File: src/rtl/pp_input_cond.sv
// Button conditioning for PP_1: two-flop sync, debounce, press pulses.
// A y press colliding with an x press is deferred one cycle.
module pp_input_cond #(
  parameter int unsigned DEB_CYCLES = 4,
  parameter int unsigned CNT_W      = 8
) (
  input  logic Clk,
  input  logic Rst,
  input  logic btn_x,
  input  logic btn_y,
  output logic x,
  output logic y,
  output logic x_stable,
  output logic y_stable
);

  localparam logic [CNT_W-1:0] CNT_MAX =
    CNT_W'(DEB_CYCLES - 1);
  localparam logic [CNT_W-1:0] CNT_ONE = CNT_W'(1);

  logic [1:0] meta_q;
  logic [1:0] sync_q;
  logic [1:0] stable_q;
  logic [1:0] stable_d;
  logic [1:0] press;

  logic [1:0][CNT_W-1:0] cnt_q;
  logic [1:0][CNT_W-1:0] cnt_d;

  logic x_q, x_d;
  logic y_q, y_d;
  logic y_pend_q, y_pend_d;
  logic y_req;

  // Index 0 is the x channel, index 1 the y channel.
  always_comb begin
    for (int i = 0; i < 2; i++) begin
      stable_d[i] = stable_q[i];
      cnt_d[i]    = '0;
      press[i]    = 1'b0;
      if (sync_q[i] != stable_q[i]) begin
        if (cnt_q[i] == CNT_MAX) begin
          stable_d[i] = sync_q[i];
          press[i]    = sync_q[i];
        end else begin
          cnt_d[i] = cnt_q[i] + CNT_ONE;
        end
      end
    end
  end

  // x always wins a collision; y waits in y_pend.
  always_comb begin
    y_req    = y_pend_q | press[1];
    x_d      = press[0];
    y_d      = y_req & ~press[0];
    y_pend_d = y_req & press[0];
  end

  always_ff @(posedge Clk or negedge Rst) begin
    if (!Rst) begin
      meta_q   <= '0;
      sync_q   <= '0;
      stable_q <= '0;
      cnt_q    <= '0;
      x_q      <= 1'b0;
      y_q      <= 1'b0;
      y_pend_q <= 1'b0;
    end else begin
      meta_q   <= {btn_y, btn_x};
      sync_q   <= meta_q;
      stable_q <= stable_d;
      cnt_q    <= cnt_d;
      x_q      <= x_d;
      y_q      <= y_d;
      y_pend_q <= y_pend_d;
    end
  end

  assign x        = x_q;
  assign y        = y_q;
  assign x_stable = stable_q[0];
  assign y_stable = stable_q[1];

endmodule
File: config.mk
export PLATFORM = sky130hd
export DESIGN_NAME = pp_input_cond
export DESIGN_NICKNAME = d
export VERILOG_FILES = /design/src/rtl/pp_input_cond.sv
export SDC_FILE = /design/constraint.sdc
export NUM_CORES = 1
export LEC_CHECK = 0
export ABC_AREA = 1
export CORE_ASPECT_RATIO = 0.8
export CORE_UTILIZATION = 50
export CTS_CLUSTER_DIAMETER = 50
export DETAILED_ROUTE_END_ITERATION = 6
export GPL_TIMING_DRIVEN = 0
export PLACE_DENSITY = 0.72
export SYNTH_ARGS = -nofsm -noshare
export SYNTH_HDL_FRONTEND = slang
export SYNTH_SLANG_ARGS = --single-unit
File: constraint.sdc
create_clock -name Clk -period 1.1 [get_ports Clk]
set_input_delay 0.33 -clock Clk [delete_from_list [all_inputs] [get_ports Clk]]
set_output_delay 0.33 -clock Clk [all_outputs]
set_load 0.005 [all_outputs]
==> impl_metrics.py <==
metrics = {
    "floorplan": {
        "die_y_um": 44.3,
        "die_area_um2": 2430,
        "start_util": 0.559,
        "fp-row-count": 14,
        "coreArea_um2": 2000,
        "die_x_um": 54.8,
        "boundaryPins": 8,
    },
    "sta": {
        "fin_crit_sh": 1.09,
        "setup_tns_ps": -697,
        "slew_headroom": 0.587,
        "period_minus_slack_ps": 1200,
        "finalMaxSlewViolations": 0,
        "setup_viol": 14,
        "worst_pin_slew_ps": 619,
        "rsz0062_at_grt": "true",
        "max_freq_ghz": 0.834,
        "hold_violations": 24,
        "final.setup_skew_ps": 13.3,
        "finalWorstSetupSlack_ps": -98.5,
        "whs_ps": -22.3,
    },
    "detailed_routing": {
        "routed_via_density": 5.20,
        "drc": 0,
        "vias": 884,
        "drt-pass1-iter-count": 4,
        "ant_nets": 0,
        "routedWlPerCell_um": 13.9,
        "drt-initial-drc-count": 11,
        "wl_um": 2360,
    },
    "clocking": {
        "clockRootBuffer": "clkbuf_4",
        "numClockSinks": 25,
        "cts_buffers": 3,
        "clk_path_buf_depth": 2,
        "clkLatencyLatePin_ps": 330,
        "path_clk_slew_ps": 150,
        "cts_tree": "yes",
        "h-tree-depth": 1,
    },
    "finish": {
        "drive_gt1_frac": 0.445,
        "fin_nets": 153,
        "area_growth_pct": 39.2,
        "finalNonFillerCells": 170,
        "n_antenna_cell": 0,
    },
    "placed_design": {
        "hpwl_um": 1270,
        "dp_slack_ps": -576,
        "gp_congestion": 0.806,
        "port_buffers": 7,
        "dp_cells": 154,
    },
    "setup_path": {
        "critPathMaxFanout": 2,
        "cp.required_ps": 770,
        "arrival_ps": 870,
        "cp_top_family": "flip-flops",
        "cp-end-kind": "primary output",
        "crit_buf_inv": 1,
        "worstSetupStartpointType": "register",
        "critPathKind": "reg2out",
        "slowest_delay_ps": 410,
        "slowest_stage": "dfrtp_1",
        "worstPathCellList": "buf_2",
    },
    "global_routing": {
        "grt.total_usage": 0.203,
        "antenna_found_initial": 0,
        "grt_pass1_wl_um": 3310,
        "grt_pass1_vias": 785,
        "grt-ovfl-total": 0,
        "grt_max_degree": 26,
    },
    "yosys": {
        "syn-cell-area_um2": 1120,
        "yosysWarnings": 0,
        "syn_area_per_cell_um2": 9.07,
        "synth_seq_cells": 25,
        "synth_nets": 129,
        "synthCells": 123,
        "ys_seq_area_frac": 0.561,
        "yosysUniqueCellTypes": 19,
    },
    "power": {
        "powerDensity_nw_per_um2": 1700,
        "p_leak_nw": 0.755,
        "max-vdd-ir-drop_mv": 1.25,
    },
    "worst_hold_path": {
        "hp-class": "in2async",
    },
    "outcome": {
        "outcome": "finished, violations left",
        "violations": "negative hold slack, negative setup slack",
    },
    "flow_run": {
        "maxCapViolations": 0,
    },
}
-- stage by stage --
stage / power [mW] / cell area [um^2] / hold WS (ps) / util
6_report: 2.64 / 1550 / -22.3 / 0.778
5_1_grt: 2.79 / 1550 / 14.1 / 0.778
4_1_cts: 2.45 / 1400 / 293 / 0.702
3_5_place_dp: 1.72 / 1220 / 340 / 0.612
3_3_place_gp: 1.70 / 1220 / 337 / 0.612
2_1_floorplan: 1.52 / 1120 / 34.4 / -
-- cell type report --
type / instances / area [um^2]
repair buffers: 19 / 150
inverters: 18 / 70.1
well taps: 24 / 30.0
clock buffers: 3 / 22.5
multi-input cells: 80 / 643
fillers: 131 / 443
flip-flops and latches: 25 / 629
clock inverters: 1 / 8.76
-- path summary, 6_finish.rpt --
kind / depth (start not counted) / from / endpoint / slack, ps
setup / recovery: 1 / stable_q[0]$_DFFE_PN0P_ / x_stable / -100
hold / removal: 1 / Rst / cnt_q[14]$_DFF_PN0_ / -20
setup reg to reg: 6 / cnt_q[0]$_DFF_PN0_ / cnt_q[4]$_DFF_PN0_ / -70
hold reg to reg: 0 / meta_q[0]$_DFF_PN0_ / sync_q[0]$_DFF_PN0_ / 370
max in group asynchronous: 1 / Rst / cnt_q[2]$_DFF_PN0_ / 670
min in group Clk: 0 / meta_q[0]$_DFF_PN0_ / sync_q[0]$_DFF_PN0_ / 370
-- metal layers --
layer  GRT usage  share of wire  up-vias
met2       0.304           0.50       21
met3      0.0722          0.049        6
met5           0              0        -
li1            -              -      420
met1       0.270           0.43      437
met4      0.0769          0.025        0
-- report_power, final --
group          switching, mW  internal (mW)  leakage [nW]
combinational          0.553          0.464         0.411
sequential             0.142           1.05         0.326
clock                  0.288          0.148        0.0183
-- placed cells by master, fill, tap and decap left out, drive strengths merged, types with 3 or more instances in the layout --
cell type	netlist	final
nor2	31	31
dfrtp	25	25
nand2	23	23
inv	18	19
buf	0	15
nand3	7	7
xor2	5	5
clkbuf	0	5
a21oi	3	3
o21ai	3	3
-- synth_stat cells, drive strengths merged --
master	count	area [um^2]
inv	18	67.6
xor2	5	43.8
nor3	1	5.00
nand2	23	88.8
xnor2	2	17.5
ha	2	25.0
a21o	1	7.51
nor2	31	139
o21ai	3	18.8
a21oi	3	15.0
dfrtp	25	626
o21bai	1	11.3
nand3	7	45.0
nand4	1	6.26
-- timing repair --
item | in CTS | in global routing
setup endpoints to repair | 45 | 46
hold buffers | 0 | 0
gates cloned | 0 | 0
setup buffers | 7 | 5
pin swaps | 7 | 20
resized for setup | 37 | 36
-- cells by family after synthesis --
logic type / count (synthesis) / share of synthesized area
adder cells (fa/ha/maj): 2 / 0.0224
XOR/XNOR: 7 / 0.0549
flip-flops: 25 / 0.561
buffers and inverters: 18 / 0.0605
AND/OR/NAND/NOR: 63 / 0.254
AO/OA/AOI/OAI: 8 / 0.0471
-- flip-flops by register name, indices dropped and copies added, names as in the netlist --
name      flops
y             1
y_pend_q      1
x             1
cnt_q        16
stable_q      2
sync_q        2
meta_q        2
Note: power is estimated with default switching activity, not from simulation.
